File: config.mk
export PLATFORM = sky130hd
export DESIGN_NAME = code_loader
export DESIGN_NICKNAME = d
export VERILOG_FILES = /design/src/rtl/code_loader.sv
export SDC_FILE = /design/constraint.sdc
export NUM_CORES = 1
export LEC_CHECK = 0
export CORE_MARGIN = 4
export CORE_UTILIZATION = 55
export CTS_BUF_LIST = sky130_fd_sc_hd__clkbuf_8
export CTS_CLUSTER_SIZE = 30
export DETAILED_ROUTE_END_ITERATION = 6
export PLACE_DENSITY = 0.83
export SYNTH_ARGS = -nofsm -noshare
export SYNTH_HDL_FRONTEND = slang
export SYNTH_SLANG_ARGS = --single-unit
File: constraint.sdc
create_clock -name clk -period 4.3 [get_ports clk]
set_clock_uncertainty 0.15 [all_clocks]
set_input_delay 0.43 -clock clk [delete_from_list [all_inputs] [get_ports clk]]
set_output_delay 0.43 -clock clk [all_outputs]
set_load 0.02 [all_outputs]
File: src/rtl/code_loader.sv
// code_loader: receives a code image over a byte stream and writes it into
// the CPU code memory, holding the CPU in reset until a frame with a valid
// checksum has been fully written.
//
// Frame: MAGIC, LEN_LO, LEN_HI, LEN x (low byte, high byte), CHK
// CHK is the XOR of every byte between MAGIC and CHK.
module code_loader #(
  parameter int          CODE_WIDTH = 13,
  parameter logic [7:0]  MAGIC      = 8'hB5,
  parameter int          TIMEOUT    = 100000
) (
  input  logic                  clk,
  input  logic                  reset,
  input  logic                  rx_valid,
  input  logic [7:0]            rx_data,
  output logic                  code_we,
  output logic [CODE_WIDTH-1:0] code_waddr,
  output logic [15:0]           code_wdata,
  output logic                  cpu_reset,
  output logic                  busy,
  output logic                  error
);

  localparam int              TW         = $clog2(TIMEOUT + 1);
  localparam logic [TW-1:0]   TIMER_LAST = TW'(TIMEOUT - 1);
  // Largest accepted length is a full memory: 2^CODE_WIDTH words.
  localparam logic [31:0]     LEN_LIMIT  = 32'd1 << CODE_WIDTH;

  typedef enum logic [2:0] {
    IDLE, LEN_LO, LEN_HI, DATA_LO, DATA_HI, CHECK, RUN, FAIL
  } state_t;

  state_t            state;
  logic [15:0]       len;
  logic [7:0]        low_byte;
  logic [7:0]        chk;
  // One bit wider than the memory address so a full-memory load can count
  // past the last word without wrapping to zero.
  logic [CODE_WIDTH:0] addr;
  logic [TW-1:0]     timer;

  logic [CODE_WIDTH:0] addr_inc;
  logic [15:0]         len_next;
  logic                last_word;
  logic                len_too_big;

  // Next-address, received length and end-of-data decisions.
  always_comb begin
    addr_inc    = addr + {{CODE_WIDTH{1'b0}}, 1'b1};
    len_next    = {rx_data, len[7:0]};
    last_word   = (32'(addr_inc) == {16'd0, len});
    len_too_big = ({16'd0, len_next} > LEN_LIMIT);
  end

  // Loader FSM with registered outputs, checksum, address and idle timer.
  // NOTE: every assignment here is non-blocking so all registers update from
  // the same pre-edge values; later assignments in this block override
  // earlier ones, which is how the timeout takes over a quiet cycle.
  // NOTE: the code memory itself lives outside this block and is never
  // cleared by reset; only the loader's control state is.
  always_ff @(posedge clk or posedge reset) begin
    if (reset) begin
      state      <= IDLE;
      cpu_reset  <= 1'b1;
      busy       <= 1'b0;
      error      <= 1'b0;
      code_we    <= 1'b0;
      code_waddr <= '0;
      code_wdata <= '0;
      chk        <= '0;
      timer      <= '0;
      addr       <= '0;
      len        <= '0;
      low_byte   <= '0;
    end else begin
      code_we <= 1'b0;

      if (busy) begin
        timer <= rx_valid ? '0 : timer + TW'(1);
      end

      unique case (state)
        IDLE, RUN, FAIL: begin
          if (rx_valid && rx_data == MAGIC) begin
            state     <= LEN_LO;
            cpu_reset <= 1'b1;
            busy      <= 1'b1;
            error     <= 1'b0;
            chk       <= '0;
            addr      <= '0;
            timer     <= '0;
          end
        end
        LEN_LO: begin
          if (rx_valid) begin
            len[7:0] <= rx_data;
            chk      <= chk ^ rx_data;
            state    <= LEN_HI;
          end
        end
        LEN_HI: begin
          if (rx_valid) begin
            len <= len_next;
            chk <= chk ^ rx_data;
            if (len_next == 16'd0) begin
              state <= CHECK;
            end else if (len_too_big) begin
              state     <= FAIL;
              busy      <= 1'b0;
              error     <= 1'b1;
              cpu_reset <= 1'b1;
            end else begin
              state <= DATA_LO;
            end
          end
        end
        DATA_LO: begin
          if (rx_valid) begin
            low_byte <= rx_data;
            chk      <= chk ^ rx_data;
            state    <= DATA_HI;
          end
        end
        DATA_HI: begin
          if (rx_valid) begin
            code_we    <= 1'b1;
            code_waddr <= addr[CODE_WIDTH-1:0];
            code_wdata <= {rx_data, low_byte};
            addr       <= addr_inc;
            chk        <= chk ^ rx_data;
            state      <= last_word ? CHECK : DATA_LO;
          end
        end
        CHECK: begin
          if (rx_valid) begin
            busy <= 1'b0;
            if (rx_data == chk) begin
              state     <= RUN;
              cpu_reset <= 1'b0;
            end else begin
              state     <= FAIL;
              error     <= 1'b1;
              cpu_reset <= 1'b1;
            end
          end
        end
        default: state <= IDLE;
      endcase

      // A quiet line for TIMEOUT clocks abandons the load; a byte arriving
      // in that same cycle keeps the load alive instead.
      if (busy && !rx_valid && timer == TIMER_LAST) begin
        state     <= FAIL;
        busy      <= 1'b0;
        error     <= 1'b1;
        cpu_reset <= 1'b1;
        timer     <= '0;
      end
    end
  end

endmodule

# Word-level counts from Yosys, hierarchy flattened
# Index checks and enable logic that the tools add are counted.
# W data, S select, Z words.
# word_totals
rom_bits	0
latchBits	0
elab_cells	107
input_bits	11
n_memories	0
register_bits	99
ram_bits	0
# classes
add_sub_neg	2
n_mul	0
muxes	46
n_eq_ne	23
n_shift	0
bitwise_logic	2
reduce_logical	20
n_lt_le_gt_ge	1
div	0
# ops
cell	n
$mux W17	5
$pmux W8 S2	2
$mux W3	10
$mux W14	2
$pmux W14 S2	1
$ne A3 B3 Y1 const B	9
$mux W8	3
$mux W1	19
$pmux W3 S6	1
$add A17 B1 Y17 const B	1
$eq A17 B17 Y1 const B	1
$eq A14 B16 Y1	1
$gt A16 B14 Y1 const B	1
$logic_not A16 Y1	1
$add A14 B1 Y14 const B	1
$eq A3 B3 Y1 const B	4
$reduce_and A6 Y1	2
$pmux W1 S3	3
$reduce_and A3 Y1	3
$eq A8 B8 Y1	1
$eq A8 B8 Y1 const B	1
$xor A8 B8 Y8	1
$reduce_and A7 Y1	1
$eq A3 B2 Y1 const B	2
other kinds (12)	18

# Depth between registers and ports, before layout
# Gate-level depths: netlist of run 1.
# depth
word_depth	6
mapped_depth	9
depth_no_buf	7

# Worst setup path before layout of run 1
# No wires, ideal clock.
# synth_timing
kind	register -> register
startpoint	register addr[0]
endpoint	register state[1]
path_stages_with_launch	8
path_slack_ps	1710
path_buffers	0
synth_period_minus_slack_ps	2590
arrival_time_ps	2309
path_cell_list	dfrtp_1 ha_1 nand4_1 nor2_1 or3b_2 a221o_1 or4_4 a2bb2oi_1
# synth_via
elab_chain_len	6
# synth_lines
element	line_no	source
start: declaration	39	logic [CODE_WIDTH:0] addr;
start signal: assignment	129	addr <= addr_inc;
$add A14 B1 Y14	49	addr_inc = addr + {{CODE_WIDTH{1'b0}}, 1'b1};
$eq A14 B16 Y1	51	last_word = (32'(addr_inc) == {16'd0, len});
$mux W3	131	state <= last_word ? CHECK : DATA_LO;
$mux W3	125	if (rx_valid) begin
$pmux W3 S6	82	unique case (state)
$mux W3	152	if (busy && !rx_valid && timer == TIMER_LAST) begin
end signal: assignment	131	
end: declaration	33	state_t state;
# No other way between the ends. The select of a mux whose other input is x is not followed.
# A chain may end at the register's enable or synchronous reset.

# Final worst setup path of run 1
# Same ends and word-level chain as after synthesis.

==> results by group, run 1 <==
Placed design
  – Place WS: 1.369 ns
  – DP HPWL: 8.005 mm
  – GPL Wtd Cong: 0.9359
  – Port bufs: 43

Setup path
  – Crit. End Element: register
  – Crit Path Category: reg -> reg
  – Critical path peak fanout: 7
  – Worst stage delay on the critical path: 0.53 ns
  – Worst path slowest cell: or4_4
  – Arrival @ worst endpoint: 2.97 ns
  – Required time of the worst setup path: 4.42 ns
  – Critical-path cell list: ha_1 -> nand4_1 -> nor2_1 -> or3b_2 -> a221o_1 -> or4_4 -> a2bb2oi_1
  – Buf+Inv Stages, Crit Path: 0
  – CP startpoint kind: register
  – Top Family by Delay on Critical Path: simple AND/OR/NAND/NOR gates

Clock tree
  – Clock-pin slew of the registers on the worst-case setup and hold paths: 0.12 ns
  – Root buf cell: clkbuf_8
  – Post-CTS setup buffer count: 0
  – Htree depth: 3
  – Skew-Pair Late Insertion Delay: 0.39 ns
  – TritonCTS clock tree: done
  – CTS buffer count: 9
  – Cts hold-fix bufs: 0
  – CTS sink cnt: 99
  – Post-cts gate resize count: 0
  – Clock Path Buffers: 2

Power
  – Pwr Density: 573.9 nW/um2
  – Logic gate share of total power: 37.6%
  – Leak pwr: 2.553 nW
  – Seq pwr share: 44.6%
  – PnR Total Power: 3.337 mW
  – Cell-internal power: 2.039 mW
  – Psw: 1.298 mW
  – Clock Power Share: 17.9%
  – Sw frac: 38.88%
  – Peak VDD IR: 386.1 uV

Timing
  – RSZ-0062 raised after global routing: no
  – Minimum clock period: 2.845 ns
  – Sum Neg Setup Slack: 0 ns
  – Max_slew headroom: 36.66%
  – Period utilisation layout: 66.16%
  – Max-slew violations: 0
  – F_max: 0.3515 GHz
  – Worst Max-Slew Pin Slew: 0.9500 ns
  – Worst setup margin: 1.455 ns
  – Final hold vios: 0
  – Worst hold margin: 0.3376 ns
  – Final setup fails: 0

Floorplanning
  – Top-Level Pins: 44
  – Starting Density: 56.20%
  – Area of the core: 9153 um2
  – Rows: 35
  – Die W: 104.7 um
  – Die ar.: 10,960 um2
  – Die H: 104.7 um

Run
  – Max-cap viol count: 0

Final layout
  – Nets: 615
  – Area Overhead vs Synth: 13.04%
  – Commonest non-fill, non-tap cells in the layout: nand2_1 (114), dfrtp_1 (98), nor2_1 (59)
  – Layout cells sized above 1: 10.05%
  – ANT cells: 0
  – Commonest non-fill, non-tap cell in the layout: nand2_1
  – Util after Layout: 63.53%

Routing
  – DR iter-0 viols: 346
  – Antenna-violating nets left: 0
  – Vias per std cell: 5.909
  – DRC Markers: 0
  – WL/cell: 16.58 um
  – First-pass DRT Iterations: 5
  – Post-Route WL: 11.90 mm
  – Total number of vias: 4,243

Synthesis
  – Ys flop type: dfrtp_1
  – Seq/Total Area, Yosys: 48.19%
  – Flops & latches, synth: 99
  – Async SR Flop Fraction: 100.0%
  – Synth top area cells: dfrtp_1 (48%), nand2_1 (8.3%), mux2_2 (5.3%)
  – Avg Inst Size Synth: 8.930 um2
  – Yosys cell types: 62
  – Syn Inst Count: 576
  – Post-synth net total: 589
  – Share of the synthesized area in the top cell type: 47.68%
  – Synth warn: 0
  – Netlist Area Pre-Place: 5144 um2
  – Leading area contributor after synthesis: dfrtp_1
  – Post-synth EDFFs: 0

Global route
  – First-pass GRT wire length: 20.66 mm
  – Pin count of the biggest net entering global routing: 79
  – GR Overflow Total: 0
  – Vias in the first global route: 4,258
  – Initial antenna violation count: 0
  – All-Layer GR Usage: 22.81%

Hold path
  – Hold WC Path Type: reg -> reg

Run status
  – Status: finished clean
[final cells by class]
type	instances	area, um2
fillers	747	3338
clock inverters	7	66.31
inverters	19	73.82
multi-input cells	425	2465
clock buffers	9	123.9
flip-flops and latches	99	2479
repair buffers	48	467.9
well taps	111	138.9
[metrics by stage]
step / instance area [um2] / std cells
after global placement: 5624 / 702
after floorplan: 5144 / 576
final: 5814 / 718
after global routing: 5814 / 718
after CTS: 5814 / 718
after detailed placement: 5624 / 702
[flip-flops by register name, indices dropped and copies added (netlist names)]
signal and flops:
timer 17, code_wdata 16, len 16, addr 14, code_waddr 13, chk 8, low_byte 8, state 3
busy 1, code_we 1, cpu_reset 1, error 1
[path summary, 6_finish.rpt]
kind                                    startpoint                        end  slack [ns]  depth (start not counted)
max                            addr[0]$_DFFE_PP0P_       state[1]$_DFFE_PP0P_        1.45                          7
min                        low_byte[1]$_DFFE_PP0P_  code_wdata[1]$_DFFE_PP0P_        0.34                          2
max reg2reg                    addr[0]$_DFFE_PP0P_       state[1]$_DFFE_PP0P_        1.45                          7
min reg2reg                low_byte[1]$_DFFE_PP0P_  code_wdata[1]$_DFFE_PP0P_        0.34                          2
max in group asynchronous                    reset      cpu_reset$_DFFE_PP1P_        2.75                          3
min in group asynchronous                    reset         chk[0]$_DFFE_PP0P_        0.44                          2
[tightest hold or removal path: cells and delay by family (launching register included)]
family,cells,cell delay [ns]
DFF,1,0.36
and+or+nand+nor,2,0.10
[power by group through the flow]
stage                     clock network, mW  registers, mW  logic [mW]
after floorplan                           0           1.51       0.823
after global placement                    0           1.48        1.20
after detailed placement                  0           1.49        1.25
after CTS                             0.613           1.48        1.26
after global routing                  0.644           1.53        1.38
final                                 0.597           1.49        1.25
[cell usage after synthesis (3+ instances only)]
library cell,number
mux2i_1,8
inv_1,18
nand2b_1,13
nor2b_1,3
a31oi_1,5
nand4_1,8
nand2_1,114
or3_1,4
nor2_1,59
a21oi_1,21
mux2_2,24
o22ai_1,3
nor3b_1,3
dfrtp_1,98
and3_1,4
buf_1,3
nor4_1,8
o41ai_1,3
o21ai_0,48
a2bb2oi_1,3
nand3_1,11
o31ai_1,5
clkbuf_1,26
xnor2_1,15
nor3_1,14
or4_1,3
xor2_1,6
[cell families after synthesis]
logic type      share of synthesized area (%)
fa+ha+maj                              0.4864
compound gates                          12.43
xor+xnor                                3.892
mux                                     6.811
flops                                   48.19
buf+inv                                 3.989
simple gates                            24.20
[routing by layer]
| layer | vias up | GRT usage (%) | share of wire, % |
|---|---|---|---|
| met5 | - | 0 | 0 |
| met3 | 18 | 5.250 | 5.1 |
| li1 | 2035 | - | - |
| met1 | 2070 | 29.98 | 43 |
| met2 | 120 | 37.96 | 50 |
| met4 | 0 | 6.654 | 1.2 |
No activity file was read; power rests on OpenSTA's default activity.
==> run 2: changes to the inputs <==
--- a/config.mk
+++ b/config.mk
@@ -6,11 +6,11 @@
 export NUM_CORES = 1
 export LEC_CHECK = 0
 export CORE_MARGIN = 4
-export CORE_UTILIZATION = 55
+export CORE_UTILIZATION = 54
 export CTS_BUF_LIST = sky130_fd_sc_hd__clkbuf_8
 export CTS_CLUSTER_SIZE = 30
 export DETAILED_ROUTE_END_ITERATION = 6
-export PLACE_DENSITY = 0.83
+export PLACE_DENSITY = 0.85
 export SYNTH_ARGS = -nofsm -noshare
 export SYNTH_HDL_FRONTEND = slang
 export SYNTH_SLANG_ARGS = --single-unit
==> constraint.sdc (replaced) <==
create_clock -name clk -period 2.3 [get_ports clk]
set_clock_uncertainty 0.15 [all_clocks]
set_input_delay 0.23 -clock clk [delete_from_list [all_inputs] [get_ports clk]]
set_output_delay 0.23 -clock clk [all_outputs]
set_load 0.02 [all_outputs]
==> results by group, run 2 (same netlist as run 1, synthesis figures left out) <==
Timing
  – Period utilisation layout: 110.1%
  – Worst setup margin: -0.2333 ns
  – Worst Max-Slew Pin Slew: 0.5369 ns
  – Final setup fails: 2
  – Minimum clock period: 2.533 ns
  – Max_slew headroom: 64.17%
  – Final hold vios: 0
  – F_max: 0.3947 GHz
  – Max-slew violations: 0
  – RSZ-0062 raised after global routing: yes

Final layout
  – Footprint of the multi-input gates: 2515 um2
  – Area Overhead vs Synth: 25.15%
  – Register Area: 2480 um2
  – Largest registers: timer x17, code_wdata x16, len x16
  – Non-Filler Instances: 805
  – Layout cells sized above 1: 20.56%
  – Commonest non-fill, non-tap cells in the layout: nand2_1 (114), dfrtp_1 (97), buf_4 (72)
  – Nets: 684
  – Commonest non-fill, non-tap cell in the layout: nand2_1
  – ANT cells: 0
  – Max FFs per register: 17
  – Fillers: 687
  – Biggest register: timer

Global route
  – First-pass GRT wire length: 21.58 mm
  – GR Overflow Total: 0
  – Vias in the first global route: 4,537
  – Pin count of the biggest net entering global routing: 40
  – All-Layer GR Usage: 23.75%
  – Initial antenna violation count: 0

Setup path
  – Buf+Inv Stages, Crit Path: 0
  – CP startpoint kind: register
  – Setup slack, reg-to-reg: -0.23 ns
  – Top Family by Delay on Critical Path: simple AND/OR/NAND/NOR gates
  – Critical-path cell list: ha_4 -> nand4_1 -> nor2_2 -> or3b_2 -> a221o_1 -> or4_4 -> a2bb2oi_1
  – Worst stage delay on the critical path: 0.52 ns
  – Crit Path Category: reg -> reg
  – Reg2reg start: addr[0]$_DFFE_PP0P_
  – Crit. End Element: register
  – Required time of the worst setup path: 2.43 ns
  – Worst path slowest cell: or4_4
  – Worst path depth: 7
  – R2R depth: 7
  – Reg2reg end: state[1]$_DFFE_PP0P_
  – Critical path peak fanout: 6
  – Arrival @ worst endpoint: 2.66 ns

Routing
  – Post-Route WL: 12.82 mm
  – Vias per std cell: 5.678
  – DRC Markers: 0
  – First-pass DRT Iterations: 5
  – Antenna-violating nets left: 0
  – DR iter-0 viols: 331
  – WL/cell: 15.93 um
  – Total number of vias: 4,571

Power
  – Pwr Density: 1030 nW/um2
  – Leak pwr: 2.901 nW
  – Psw: 2.553 mW
  – Cell-internal power: 4.077 mW
  – Logic gate share of total power: 41.6%
  – Seq pwr share: 40.9%
  – PnR Total Power: 6.630 mW
  – Sw frac: 38.51%
  – Clock Power Share: 17.4%
  – Peak VDD IR: 823.0 uV

Floorplanning
  – Top-Level Pins: 44
  – Die H: 105.6 um
  – Starting Density: 55.67%
  – Area of the core: 9240 um2
  – Die W: 105.6 um
  – Die ar.: 11,150 um2
  – Rows: 35

Clock tree
  – Htree depth: 3
  – CTS sink cnt: 99
  – Clock-pin slew of the registers on the worst-case setup and hold paths: 0.11 ns
  – Skew-Pair Late Insertion Delay: 0.39 ns
  – TritonCTS clock tree: done
  – Clock Path Buffers: 2
  – Root buf cell: clkbuf_8
  – CTS buffer count: 9

Hold path
  – Min-delay src: code_waddr[9]$_DFFE_PP0P_
  – Hold worst-path end: code_waddr[9]$_DFFE_PP0P_
  – Hold Path Stages: 2
  – Hold WC Path Type: reg -> reg

Run status
  – Failing checks: setup timing
  – Status: complete, but fails checks

Placed design
  – Port bufs: 43
  – Placed cell count: 786
  – DP HPWL: 9.307 mm
  – GPL Wtd Cong: 0.8977

Run
  – Max-cap viol count: 0
-- run 2: cell count changes in the layout (fill, tap and decap cells not counted), sizes merged --
cell	previous run	this run
dlygate4sd3	0	1
clkinv	4	2
buf	5	73
inv	22	23
clkinvlp	0	1
-- run 2: worst reg2reg max path, stage by stage (launching register included) --
cell and delay [ns]:
dfrtp_2 0.44, ha_4 0.18, nand4_1 0.14, nor2_2 0.06
or3b_2 0.46, a221o_1 0.32, or4_4 0.52, a2bb2oi_1 0.15
-- run 2: power groups by stage --
stage	logic (mW)	registers (mW)	clock network, mW
4_1_cts	2.68	2.70	1.18
3_3_place_gp	2.54	2.72	0
5_1_grt	3.01	2.78	1.25
6_report	2.76	2.71	1.16
3_5_place_dp	2.66	2.73	0
2_1_floorplan	1.55	2.83	0
-- run 2: final cells by class --
class | instances | area share [%]
Clock inverter | 7 | 1.263
Sequential cell | 99 | 38.52
Tap cell | 129 | 2.507
Inverter | 19 | 1.166
Timing Repair Buffer | 117 | 15.55
Clock buffer | 9 | 1.924
Multi-Input combinational cell | 425 | 39.07
-- run 2: what timing repair did --
item,CTS,global route
hold buffers,1,0
buffers inserted,0,2
endpoints found under the setup margin,2,14
resized for setup,0,6
gates cloned,0,0
hold endpoints to repair,7,0
pin swaps,0,3
-- run 2: worst max path at each step --
stage / from / to / slack (ns)
finish: addr[0]$_DFFE_PP0P_ / state[1]$_DFFE_PP0P_ / -0.23
global route: addr[1]$_DFFE_PP0P_ / state[1]$_DFFE_PP0P_ / -0.32
CTS: addr[1]$_DFFE_PP0P_ / state[1]$_DFFE_PP0P_ / -0.31
detailed placement: addr[1]$_DFFE_PP0P_ / state[1]$_DFFE_PP0P_ / -0.28
global placement: addr[1]$_DFFE_PP0P_ / state[1]$_DFFE_PP0P_ / -0.27
floorplan: addr[0]$_DFFE_PP0P_ / state[1]$_DFFE_PP0P_ / -0.18
-- run 2: per-layer routing --
metal / wire, um / up-vias / GRT usage, %
met5: 0 / - / 0
met4: 303 / 0 / 7.771
met3: 546 / 32 / 4.348
met2: 6570 / 119 / 41.80
met1: 5402 / 2247 / 29.49
li1: - / 2173 / -
-- run 2: stage by stage --
stage	instance area (um2)	worst slack (ns)	hold slack [ns]	utilization, %	setup TNS (ns)
2_1_floorplan	5169	-0.1844	0.1854	-	-0.3272
3_3_place_gp	6177	-0.2660	0.2938	66.85	-1.390
3_5_place_dp	6177	-0.2832	0.3045	66.85	-2.241
4_1_cts	6392	-0.3086	0.3397	69.18	-0.5927
5_1_grt	6437	-0.3237	0.3635	69.67	-0.6227
6_report	6437	-0.2333	0.3343	69.67	-0.4273
